===== src/rtl/serial_adder_ctrl.sv =====
// serial_adder_ctrl: area-minimal bit-serial adder. One shared full-adder
// cell is stepped LSB-first through WIDTH bits, one bit per clock, with a
// registered carry loop. The result is published with a one-cycle done pulse.

// Single-bit full adder, the only arithmetic cell in the sequencer.
module fulladder (
  input  logic a,
  input  logic b,
  input  logic ci,
  output logic s,
  output logic co
);

  // Sum and carry of three input bits.
  always_comb begin
    s  = a ^ b ^ ci;
    co = (a & b) | (a & ci) | (b & ci);
  end

endmodule

module serial_adder_ctrl #(
  parameter int unsigned WIDTH = 8
) (
  input  logic             clk,
  input  logic             rst,
  input  logic             start,
  input  logic [WIDTH-1:0] a,
  input  logic [WIDTH-1:0] b,
  input  logic             cin,
  output logic             busy,
  output logic             done,
  output logic [WIDTH-1:0] sum,
  output logic             cout
);

  localparam int unsigned CW = $clog2(WIDTH + 1);

  typedef enum logic [1:0] {
    IDLE = 2'd0,
    RUN  = 2'd1,
    DONE = 2'd2
  } state_t;

  state_t           state;
  logic [WIDTH-1:0] areg;
  logic [WIDTH-1:0] breg;
  logic [WIDTH-1:0] sreg;
  logic             cy;
  logic [CW-1:0]    cnt;
  logic             fa_sum;
  logic             fa_carry;
  logic             last_bit_c;
  logic [WIDTH-1:0] sreg_next_c;

  // Shared full-adder cell working on the current LSBs and the carry flop.
  fulladder u_fa (
    .a  (areg[0]),
    .b  (breg[0]),
    .ci (cy),
    .s  (fa_sum),
    .co (fa_carry)
  );

  // Final-bit detect and the next value of the result shift register.
  always_comb begin
    last_bit_c  = (cnt == CW'(WIDTH - 1));
    sreg_next_c = {fa_sum, sreg[WIDTH-1:1]};
  end

  // Sequencer: operand capture, serial stepping, result publication.
  always_ff @(posedge clk) begin
    if (rst) begin
      state <= IDLE;
      busy  <= 1'b0;
      done  <= 1'b0;
      sum   <= '0;
      cout  <= 1'b0;
      areg  <= '0;
      breg  <= '0;
      sreg  <= '0;
      cy    <= 1'b0;
      cnt   <= '0;
    end else begin
      done <= 1'b0;
      case (state)
        IDLE, DONE: begin
          // A start in DONE is accepted directly for back-to-back operation.
          if (start) begin
            areg  <= a;
            breg  <= b;
            cy    <= cin;
            cnt   <= '0;
            busy  <= 1'b1;
            state <= RUN;
          end else begin
            busy  <= 1'b0;
            state <= IDLE;
          end
        end
        RUN: begin
          sreg <= sreg_next_c;
          areg <= areg >> 1;
          breg <= breg >> 1;
          cy   <= fa_carry;
          cnt  <= cnt + CW'(1);
          if (last_bit_c) begin
            // Publish only complete results so sum/cout never show partials.
            sum   <= sreg_next_c;
            cout  <= fa_carry;
            busy  <= 1'b0;
            done  <= 1'b1;
            state <= DONE;
          end
        end
        default: begin
          busy  <= 1'b0;
          state <= IDLE;
        end
      endcase
    end
  end

endmodule


===== config.mk =====
export PLATFORM = sky130hd
export DESIGN_NAME = serial_adder_ctrl
export DESIGN_NICKNAME = d
export VERILOG_FILES = /design/src/rtl/serial_adder_ctrl.sv
export SDC_FILE = /design/constraint.sdc
export NUM_CORES = 1
export LEC_CHECK = 0
export ABC_AREA = 1
export CELL_PAD_IN_SITES_DETAIL_PLACEMENT = 1
export CELL_PAD_IN_SITES_GLOBAL_PLACEMENT = 2
export CORE_MARGIN = 2
export CORE_UTILIZATION = 33
export CTS_BUF_LIST = sky130_fd_sc_hd__clkbuf_8
export CTS_CLUSTER_DIAMETER = 150
export DETAILED_ROUTE_END_ITERATION = 10
export GPL_TIMING_DRIVEN = 0
export HOLD_SLACK_MARGIN = 0.08
export PLACE_DENSITY = 0.94
export SYNTH_ARGS = -nofsm -noshare
export SYNTH_HDL_FRONTEND = slang
export SYNTH_SLANG_ARGS = --single-unit
export TNS_END_PERCENT = 1

===== constraint.sdc =====
create_clock -name clk -period 3.1 [get_ports clk]
set_input_delay 0.62 -clock clk [delete_from_list [all_inputs] [get_ports clk]]
set_output_delay 0.62 -clock clk [all_outputs]
set_load 0.1 [all_outputs]

# [Word level (Yosys, flattened, before mapping)]
# Cells that the tools add are included.
[classes] reduce_logical=6 bitwise_logic=8 eq_ne=5 n_addsub=1 n_mux=15
[op_table] cell="8-bit case mux with 2 select lines" n=2
[op_table] cell="8-bit two-way mux" n=2
[op_table] cell="4-bit case mux with 2 select lines" n=1
[op_table] cell="1-bit two-way mux" n=5
[op_table] cell="4-bit by 1-bit adder with 4-bit output, second input constant" n=1
[op_table] cell="4-bit by 3-bit equality test with 1-bit output, second input constant" n=1
[op_table] cell="4-bit two-way mux" n=1
[op_table] cell="2-bit != test, second input constant" n=2
[op_table] cell="1-bit case mux with 2 select lines" n=2
[op_table] cell="2-bit case mux with 2 select lines" n=1
[op_table] cell="2-bit AND reduction" n=2
[op_table] cell="2-bit OR reduction" n=2
[op_table] cell="1-bit bitwise AND" n=3
[op_table] cell="2-bit by 1-bit equality test with 1-bit output, second input constant" n=1
[op_table] cell="2-bit equality test, second input constant" n=1
[op_table] cell="2-bit zero test" n=1
[op_table] cell="2-bit two-way mux" n=1
[op_table] cell="1-bit bitwise OR" n=2
[op_table] cell="2-bit nonzero test" n=1
[op_table] cell="1-bit bitwise XOR" n=2
[op_table] cell="1-bit NOT" n=1
[totals] output_inout_bits=11 elab_cells=45 in_bits=20 ff_bits=42

# [Longest topological paths before layout]
[depth] depth_word=4 mapped_depth=7 ltp_nobuf=6

# [Hierarchy]
# From an unflattened synthesis, not the netlist that was laid out.
[unflattened] cells_unflattened=241 hier_area_um2=1834.3
[by_module_without_submodules] module="serial_adder_ctrl" area_each_um2=1814.2 cells_per_inst=240 seq_area_each_um2=800.8 n_inst=1
[by_module_without_submodules] module="fulladder" area_each_um2=20.0 cells_per_inst=1 seq_area_each_um2=0.0 n_inst=1

# [Worst setup path before layout]
# Ideal clock, no wire load.
[synth_timing] path_kind="register to register" from="register state[0]" to="register sum[0]" path_stages_with_launch=7 required_ns=3.035 path_slack_ns=1.353 n_path_buf=2 arrival_ns=1.682 setup_ns=0.065 synth_period_minus_slack_ns=1.747 path_cell_list="dfxtp_1 buf_6 nand2_2 buf_6 nor2_8 nor2_1 nor2_1"
[synth_between] elab_chain_cells=2
[synth_rtl] element="from (decl)" line="45" rtl="state_t state;"
[synth_rtl] element="from (signal assigned)" line="74" rtl="state <= IDLE;"
[synth_rtl] element="from (signal assigned)" line="95" rtl="state <= RUN;"
[synth_rtl] element="from (signal assigned)" line="98" rtl="state <= IDLE;"
[synth_rtl] element="2-bit by 1-bit equality test with 1-bit output" line="86" rtl="case (state)"
[synth_rtl] element="2-bit AND reduction (no source line)"
[synth_rtl] element="to (signal assigned)" line="109" rtl="sum <= sreg_next_c;"
[synth_rtl] element="to (decl)" line="33" rtl="output logic [WIDTH-1:0] sum,"
# Every way passes these cells.
# A chain may end at the register's enable or synchronous reset.

==> run_results.csv <==
group,metric,value,unit
synthesis,synth_top_area_share,44.88,%
sta,period_minus_slack,2.431,ns
synthesis,synth_area_leaders,"dfxtp_1 45%, nand3_1 19%, nand2_1 6.9%",
global_routing,antenna_found_initial,0,
synthesis,synth.yosys.seq_area_share,44.88,%
min_path,worst_hold_path.endpoint,"sreg[1]",
finish,final_nets,299,
cts,cts_tree,"done",
synthesis,ys_top_cells_by_count,"69 x nand3_1, 40 x dfxtp_1, 33 x nand2_1, 23 x nor2_1, 22 x a21oi_1",
synthesis,synth_cells,241,
synthesis,synth_edf_count,0,
global_routing,grt_max_degree,15,
sta,setup_violations,0,
setup_path,worst-setup-path-type,"reg2out",
cts,ctsResizeCount,0,
cts,postCtsSetupRepairBufs,0,
sta,relSlewSlack,35.04,%
global_routing,grt_pass1_vias,1699,
cts,clock-sinks,40,
synthesis,yosysMostFrequentCell,"nand3_1",
cts,holdBufCountCts,0,
power_and_ir_drop,leakagePower,0.9557,nW
power_and_ir_drop,ir_drop,0.2999,mV
detailed_routing,drc,0,
die,ioPinCount,31,
setup_path,crit_arrival,1.81,ns
placed_design,portBuffers,29,
cts,clock_path_buffers,2,
synthesis,syn_avg_cell_area,7.403,um2
global_routing,track_usage,16.98,%
setup_path,path_buf_inv,1,
die,die_w,77.53,um
detailed_routing,route.antenna.remaining_nets,0,
die,core_area,0.005172,mm2
setup_path,critPathRequiredTime,2.48,ns
flow_run,cap_violations,0,
detailed_routing,wire_per_inst,13.47,um
sta,max_freq,0.4114,GHz
cts,cts_buffers,5,
setup_path,r2r_cells,6,
detailed_routing,viasPerCell,4.922,
setup_path,path_cells,"clkdlybuf4s50_1",
setup_path,crit_path_max_incr_delay,1.14,ns
cts,path_clk_slew,0.09,ns
finish,diodes,0,
die,dieArea,0.006011,mm2
synthesis,synth_largest_area_cell,"dfxtp_1",
synthesis,ys_seq_elements,40,
setup_path,start_kind,"register",
cts,cts-root-buf,"clkbuf_8",
synthesis,ys.flop_type,"dfxtp_1",
finish,area_growth,27.63,%
placed_design,place.gp.congestion,0.7610,
setup_path,setup.worst_path.end_class,"output port",
min_path,hold_depth,2,
setup_path,r2r_slack,1.74,ns
setup_path,crit_slowest_cell,"clkdlybuf4s50_1",
setup_path,critPathTopFamily,"buffers and inverters",
die,placementRows,26,
min_path,min_path_type,"reg2reg",
min_path,worstHoldStart,"sreg[1]",
cts,h-tree-depth,2,
power_and_ir_drop,power_density,511.5,mW/mm2
global_routing,overflow,0,
global_routing,grt_pass1_wl,8.155,mm
synthesis,synth_cell_types,20,
setup_path,r2r_start,"cnt[0]",
die,start_util,34.49,%
die,die_height,77.53,um
synthesis,netlist_area,0.001784,mm2
detailed_routing,drtIter0Drc,107,
sta,drv_slew,0,
finish,drive_gt1_share,10.07,%
sta,finalHoldViolations,0,
finish,final_cell_area,0.002277,mm2
setup_path,timing.rr.end,"cout",
placed_design,post-dp-hpwl,3.337,mm
placed_design,placed_area,0.002162,mm2
sta,skew,0.009738,ns
sta,rsz0062_at_grt,"false",
detailed_routing,drt_pass1_iterations,5,
synthesis,async_flop_share,0,%
status,status,"finished, final reports clean",
detailed_routing,wirelength,4.686,mm
cts,clkLatencyLatePin,0.30,ns
finish,n_fill_cell,651,
setup_path,crit_path_max_fanout,2,
sta,finalSetupTns,0,ns
synthesis,syn_nets,263,
power_and_ir_drop,power,1.165,mW
sta,fin_crit_sh,78.41,%
sta,worstMarginPinSlew,0.9713,ns
synthesis,yosysWarnings,0,
detailed_routing,num_vias,1713,
==> routing by layer <==
| layer | vias to the layer above | share of wire, % | global-route usage, % |
|---|---|---|---|
| li1 | 863 | - | - |
| met2 | 27 | 49 | 28.70 |
| met5 | - | 0 | 0 |
| met3 | 4 | 3.1 | 4.186 |
| met4 | 0 | 0.90 | 3.750 |
| met1 | 819 | 47 | 21.94 |
==> flip-flops by register name, summed over array words and instances, names as in the netlist, 2 cells and up <==
register and count:
areg 8, breg 8, sum 8, sreg 7, cnt 4, state 2
==> placed cells by master, fill, tap and decap left out <==
cell type,n
a21oi_1,22
buf_2,6
buf_4,4
buf_6,3
bufinv_16,1
clkbuf_1,3
clkbuf_8,5
clkdlybuf4s50_1,29
clkinv_1,1
clkinvlp_4,1
dfxtp_1,40
fa_1,1
ha_1,1
inv_1,19
inv_2,1
inv_4,1
inv_6,1
nand2_1,33
nand2_2,3
nand3_1,69
nor2_1,23
nor2_4,1
nor2_8,1
o21ai_0,8
o21ai_1,1
==> final cells by class <==
type                       count  area [um2]  area share [%]
buffer                        16       105.1           4.615
inverter                      22       85.08           3.736
multi-input combinational    163       793.3           34.84
tap                           70       87.58           3.846
clock inverter                 3       46.29           2.033
sequential                    40       800.8           35.16
timing repair buffer          29       290.3           12.75
clock buffer                   5       68.82           3.022
==> logic make-up (layout without fill, tap and decap cells) <==
| group | Yosys count | after routing | share of synthesized area (%) |
|---|---|---|---|
| fa+ha+maj | 2 | 2 | 1.823 |
| buf+inv | 38 | 75 | 10.66 |
| compound gates | 31 | 31 | 8.696 |
| flops | 40 | 40 | 44.88 |
| simple gates | 130 | 130 | 33.94 |
==> report_power, final <==
part	internal, mW	switching [mW]	leakage, nW
Sequential	0.540	0.0174	0.327
Clock	0.243	0.203	0.0548
Combinational	0.0679	0.0940	0.574
Total	0.850	0.314	0.956
==> through the flow <==
stage	hold WS, ns	instances	worst slack [ns]	util (%)
2_1_floorplan	0.4305	241	1.353	-
3_3_place_gp	0.4471	340	1.009	41.80
3_5_place_dp	0.4574	340	1.013	41.80
4_1_cts	0.4701	348	0.6555	44.03
5_1_grt	0.4927	348	0.6176	44.03
6_report	0.4731	348	0.6692	44.03
==> how the worst max path moves through the flow <==
stage / from / endpoint / cells after the start
6_report: state[0] / busy / 1
5_1_grt: state[0] / busy / 1
4_1_cts: state[0] / busy / 1
3_5_place_dp: state[0] / busy / 1
3_3_place_gp: state[0] / busy / 1
2_1_floorplan: state[0] / sum[0] / 6
Note: power is estimated with default switching activity, not from simulation.
